[src/rtl/spmmio_wb_master_pkg.sv]
// Shared types and constants for the spmmio Wishbone bus master.
// Holds the FSM state encoding, the default timeout and error read data,
// the latched request record and the saturating error-counter helper.
package spmmio_wb_master_pkg;

    // FSM state encoding shared by the master and anything that probes it
    typedef enum logic [1:0] {
        ST_IDLE = 2'd0,
        ST_BUS  = 2'd1,
        ST_RESP = 2'd2
    } state_e;

    localparam int          DEFAULT_TIMEOUT  = 64;
    localparam logic [31:0] DEFAULT_ERR_DATA = 32'hFFFFFFFF;

    // Timeout counter width; wide enough for any legal TIMEOUT_CYCLES (2..255)
    localparam int CNT_W = 8;

    // Request fields captured from the CPU and driven onto the Wishbone bus
    typedef struct packed {
        logic        we;
        logic [0:23] adr;
        logic [0:3]  sel;
        logic [0:31] data;
    } wb_req_t;

    // Error counter sticks at its maximum instead of wrapping
    function automatic logic [0:7] satInc(input logic [0:7] v);
        return (v == 8'hFF) ? v : v + 8'd1;
    endfunction

endpackage

[src/rtl/spmmio_wb_master_wdog.sv]
// Timeout watchdog for the spmmio Wishbone master.
// Counts bus cycles that pass without an acknowledge.
// Ports:
//   clk, reset  - system clock, synchronous active-low reset
//   clear_i     - force the count back to zero
//   enable_i    - advance the count by one this cycle
//   expire_o    - count has reached LIMIT-1 (the last cycle allowed)
module spmmio_wdog
    import spmmio_wb_master_pkg::*;
#(
    parameter int LIMIT = DEFAULT_TIMEOUT
) (
    input  logic clk,
    input  logic reset,
    input  logic clear_i,
    input  logic enable_i,
    output logic expire_o
);

    logic [CNT_W-1:0] count_q;

    // Clear wins over enable so a fresh access always starts from zero
    always_ff @(posedge clk) begin
        if (!reset) begin
            count_q <= '0;
        end else if (clear_i) begin
            count_q <= '0;
        end else if (enable_i) begin
            count_q <= count_q + 1'b1;
        end
    end

    assign expire_o = (count_q == CNT_W'(LIMIT - 1));

endmodule

[src/rtl/spmmio_wb_master.sv]
// Bus master bridging the soft-CPU request/ready I/O port to the spmmio
// Wishbone slave. One classic Wishbone cycle per CPU request, guarded by a
// timeout watchdog so a missing peripheral reports an error.
// Ports:
//   clk, reset                  - system clock, synchronous active-low reset
//   cpu_req/we/adr/sel/wdata    - CPU request (held until cpu_ready)
//   cpu_ready/rdata/err         - one-cycle completion with read data / error
//   adr_o/sel_o/we_o/dat_o      - Wishbone request fields (held outside BUS)
//   cyc_o/stb_o                 - Wishbone cycle / strobe (always equal)
//   ack_i/dat_i                 - Wishbone response
//   err_count/last_err_adr      - saturating error count, address of last error
module spmmio_wb_master
    import spmmio_wb_master_pkg::*;
#(
    parameter int          TIMEOUT_CYCLES = DEFAULT_TIMEOUT,
    parameter logic [0:31] ERR_DATA       = DEFAULT_ERR_DATA
) (
    input  logic        clk,
    input  logic        reset,
    input  logic        cpu_req,
    input  logic        cpu_we,
    input  logic [0:23] cpu_adr,
    input  logic [0:3]  cpu_sel,
    input  logic [0:31] cpu_wdata,
    output logic        cpu_ready,
    output logic [0:31] cpu_rdata,
    output logic        cpu_err,
    output logic [0:23] adr_o,
    output logic [0:3]  sel_o,
    output logic        we_o,
    output logic [0:31] dat_o,
    output logic        cyc_o,
    output logic        stb_o,
    input  logic        ack_i,
    input  logic [0:31] dat_i,
    output logic [0:7]  err_count,
    output logic [0:23] last_err_adr
);

    state_e      state_q, state_d;
    wb_req_t     req_q, req_d;
    logic        stb_q, stb_d;
    logic        ready_q, ready_d;
    logic        err_q, err_d;
    logic [0:31] rdata_q, rdata_d;
    logic [0:7]  errCount_q, errCount_d;
    logic [0:23] lastErrAdr_q, lastErrAdr_d;

    logic wdClear, wdEnable, wdExpire;

    spmmio_wdog #(
        .LIMIT(TIMEOUT_CYCLES)
    ) uWdog (
        .clk     (clk),
        .reset   (reset),
        .clear_i (wdClear),
        .enable_i(wdEnable),
        .expire_o(wdExpire)
    );

    // State and every output are registered; next values come from below
    always_ff @(posedge clk) begin
        if (!reset) begin
            state_q      <= ST_IDLE;
            req_q        <= '0;
            stb_q        <= 1'b0;
            ready_q      <= 1'b0;
            err_q        <= 1'b0;
            rdata_q      <= '0;
            errCount_q   <= '0;
            lastErrAdr_q <= '0;
        end else begin
            state_q      <= state_d;
            req_q        <= req_d;
            stb_q        <= stb_d;
            ready_q      <= ready_d;
            err_q        <= err_d;
            rdata_q      <= rdata_d;
            errCount_q   <= errCount_d;
            lastErrAdr_q <= lastErrAdr_d;
        end
    end

    // Next-state and next-output logic. The watchdog is held clear outside a
    // bus cycle, so it reads zero on the first BUS cycle. RESP never looks at
    // cpu_req, which keeps a request held across cpu_ready from re-running.
    always_comb begin
        state_d      = state_q;
        req_d        = req_q;
        stb_d        = 1'b0;
        ready_d      = 1'b0;
        err_d        = 1'b0;
        rdata_d      = rdata_q;
        errCount_d   = errCount_q;
        lastErrAdr_d = lastErrAdr_q;
        wdClear      = 1'b0;
        wdEnable     = 1'b0;

        case (state_q)
            ST_IDLE: begin
                wdClear = 1'b1;
                if (cpu_req) begin
                    req_d = '{we: cpu_we, adr: cpu_adr, sel: cpu_sel, data: cpu_wdata};
                    if ((cpu_adr[22:23] != 2'b00) || (cpu_sel == 4'b0000)) begin
                        state_d      = ST_RESP;
                        ready_d      = 1'b1;
                        err_d        = 1'b1;
                        rdata_d      = ERR_DATA;
                        errCount_d   = satInc(errCount_q);
                        lastErrAdr_d = cpu_adr;
                    end else begin
                        state_d = ST_BUS;
                        stb_d   = 1'b1;
                    end
                end
            end

            ST_BUS: begin
                if (ack_i) begin
                    state_d = ST_RESP;
                    ready_d = 1'b1;
                    rdata_d = req_q.we ? '0 : dat_i;
                end else if (wdExpire) begin
                    state_d      = ST_RESP;
                    ready_d      = 1'b1;
                    err_d        = 1'b1;
                    rdata_d      = ERR_DATA;
                    errCount_d   = satInc(errCount_q);
                    lastErrAdr_d = req_q.adr;
                end else begin
                    stb_d    = 1'b1;
                    wdEnable = 1'b1;
                end
            end

            ST_RESP: begin
                state_d = ST_IDLE;
            end

            default: begin
                state_d = ST_IDLE;
            end
        endcase
    end

    assign adr_o        = req_q.adr;
    assign sel_o        = req_q.sel;
    assign we_o         = req_q.we;
    assign dat_o        = req_q.data;
    assign cyc_o        = stb_q;
    assign stb_o        = stb_q;
    assign cpu_ready    = ready_q;
    assign cpu_err      = err_q;
    assign cpu_rdata    = rdata_q;
    assign err_count    = errCount_q;
    assign last_err_adr = lastErrAdr_q;

endmodule

[config.mk]
export PLATFORM = sky130hd
export DESIGN_NAME = spmmio_wb_master
export DESIGN_NICKNAME = d
export VERILOG_FILES = /design/src/rtl/spmmio_wb_master_pkg.sv /design/src/rtl/spmmio_wb_master_wdog.sv /design/src/rtl/spmmio_wb_master.sv
export SDC_FILE = /design/constraint.sdc
export NUM_CORES = 1
export LEC_CHECK = 0
export CAP_MARGIN = 20
export CORE_MARGIN = 4
export CORE_UTILIZATION = 39
export CTS_BUF_LIST = sky130_fd_sc_hd__clkbuf_16
export CTS_CLUSTER_DIAMETER = 50
export CTS_CLUSTER_SIZE = 12
export DETAILED_ROUTE_END_ITERATION = 10
export HOLD_SLACK_MARGIN = 0.08
export PLACE_DENSITY = 0.81
export SLEW_MARGIN = 30
export SYNTH_ARGS = -nofsm -noshare
export SYNTH_HDL_FRONTEND = slang
export SYNTH_SLANG_ARGS = --single-unit
[constraint.sdc]
create_clock -name clk -period 2.1 [get_ports clk]
set_clock_uncertainty 0.05 [all_clocks]
set_input_delay 0.21 -clock clk [delete_from_list [all_inputs] [get_ports clk]]
set_output_delay 0.21 -clock clk [all_outputs]
set_load 0.005 [all_outputs]
==> metrics.cfg <==
[run_status]
status = finished clean

[clock_network]
clock_path_buffers = 2
cts_buffers = 17
clk_latency_ns = 0.41
clock_tree.root_cell = clkbuf_16
clock_sink_count = 138
cts_tree = done
h-tree-depth = 4
clkSlewWorstSetupHoldPaths_ns = 0.06

[route]
detail_route.first_pass.iterations = 4
wirelength_um = 15600
postRouteAntennaNets = 0
drtIter0Drc = 227
viasPerCell = 4.94
wl_per_cell_um = 15.5
route.detailed.drc = 0
dr_total_vias = 4981

[timing]
setup_viol = 0
min_period_ns = 2.00
fmax_mhz = 499
finalHoldViolCount = 0
slew_headroom_pct = 43.5
holdWs_ns = 0.112
tns_ns = 0
tightest_slew_ns = 0.839
slew_violations = 0
period_share_pct = 95.4

[placement]
io_buffers = 225
dp.cells = 974
gp_congestion = 0.818
place_area_um2 = 8110
dp_hpwl_um = 10400

[floorplanning]
core_um2 = 13900
die_area_um2 = 16200
core.rowCount = 43
die_w_um = 127
initial_utilization_pct = 39.8
ios = 226
die_y_um = 127

[final_layout]
nNetsFinal = 914
area_growth_pct = 58.6
final_cell_area_um2 = 8800
diodes = 0
final_cells = 1008
drive_gt1_share_pct = 12.7

[global_route]
grt_first_pass_wirelength_um = 24800
antenna_found_initial = 0
grt_max_degree = 80
gr-usage-all-layers_pct = 19.0
grt-ovfl-total = 0
grt_pass1_vias = 4821

[critical_path]
max_stage_delay_ns = 0.48
rrSetupSlack_ns = 0.1
worstSetupPathType = reg2reg
critPathLaunchType = flop
path_cells = ha_4 > nor3b_4 > a41oi_2 > or3_4 > or4_1 > a21boi_1
required_ns = 2.39
crit_arrival_ns = 2.30
cp-end-kind = flop
cp_max_fo = 6
crit_path_top_delay_cell = or4_1

[logic_synthesis]
avgSynthCellArea_um2 = 9.41
syn_inst = 590
ys_types = 39
synth_nets = 689
synth_top_cell_area_share_pct = 49.8
synth-edff-count = 0
synth_top_area_cell = dfxtp_1
ys_seq_area_share_pct = 49.8
synth_ff_type = dfxtp_1
ys_seq_elements = 138
synth.area.top_cells = dfxtp_1 50%, nand2_1 10%, a21boi_0 8.5%
yosysWarnings = 0
synth_commonest_cells = 151 x nand2_1, 138 x dfxtp_1, 63 x a21boi_0
async_flop_share_pct = 0
syn_area_um2 = 5550
synthMostInstantiatedCell = nand2_1

[pwr]
power.density_nw_per_um2 = 828
vdd_drop_max_mv = 0.893
p_leak_uw = 0.00365
power_uw = 7290

[run]
cap_viol_max_count = 0

[hold_path]
min_path_type = in2reg

## stage by stage
step | setup WS [ns] | util (%)
floorplan | 0.00276 | -
global placement | -0.495 | 58.2
detailed placement | -0.547 | 58.2
CTS | 0.0498 | 62.8
global route | -0.00501 | 63.2
finish | 0.0961 | 63.2
## cell type report
| type | instances | area (um2) |
|---|---|---|
| clock buffer | 17 | 425 |
| clock inverter | 15 | 205 |
| fill | 1127 | 5130 |
| inverter | 1 | 3.75 |
| multi-input combinational | 403 | 2660 |
| sequential | 138 | 2770 |
| tap | 180 | 225 |
| timing repair buffer | 254 | 2520 |
## what timing repair did
| action | 4_1_cts | 5_1_grt |
|---|---|---|
| hold buffers | 0 | 0 |
| setup buffers | 0 | 2 |
| endpoints found under the setup margin | 3 | 4 |
| resized for setup | 2 | 7 |
| pin swaps | 1 | 5 |
## worst paths after layout
kind                    startpoint      endpoint  cells after the start
setup / recovery  uWdog.count_q[1]  err_count[2]                      6
setup reg to reg  uWdog.count_q[1]  err_count[2]                      6
hold reg to reg          dat_o[27]     dat_o[27]                      2
hold / removal               reset    state_q[1]                      3
## cells in the final DEF, fill, tap and decap left out, types with 6 or more instances in the layout
master,instances
a21boi_0,63
buf_4,26
clkbuf_16,17
clkdlybuf4s50_1,224
dfxtp_1,136
mux2i_1,25
nand2_1,150
nand3_1,8
nor2_1,11
nor2b_1,32
o211a_1,24
o21a_1,6
o221a_2,32
xor2_1,6
## metal layers
metal,up-vias,track usage (%),routed length (um)
met2,140,31.1,7420
met5,-,0,0
met4,0,7.70,338
li1,2501,-,-
met1,2316,22.2,6550
met3,24,7.44,1270
## power by group
group / internal, uW / total [uW] / leakage [uW] / switching, uW
Clock: 2090 / 3200 / 0.000307 / 1120
Combinational: 725 / 1170 / 0.00221 / 442
Sequential: 2820 / 2930 / 0.00114 / 110
Total: 5630 / 7290 / 0.00365 / 1670
## sequential cells by signal (all words and copies together), names as in the netlist, 2 cells and up
signal         cells
cpu_rdata         32
dat_o             32
adr_o             24
last_err_adr      24
err_count          8
uWdog.count_q      8
sel_o              4
state_q            2
## worst max-delay path, delay by kind of cell, from the launching register on
family                   cells  cell delay, ns
AO/OA/AOI/OAI                2            0.26
adder cells (fa/ha/maj)      1            0.14
flip-flops                   1            0.35
AND/OR/NAND/NOR              3            1.12
## logic make-up after synthesis
logic type / after synthesis / synth area share, %
DFF: 138 / 49.8
buffers and inverters: 49 / 3.45
AOI/OAI and AO/OA: 136 / 21.6
adders and majority gates: 2 / 0.451
xor gates and xnor gates: 8 / 1.26
and+or+nand+nor: 232 / 19.0
muxes: 25 / 4.51
Note: power is estimated with default switching activity, not from simulation.
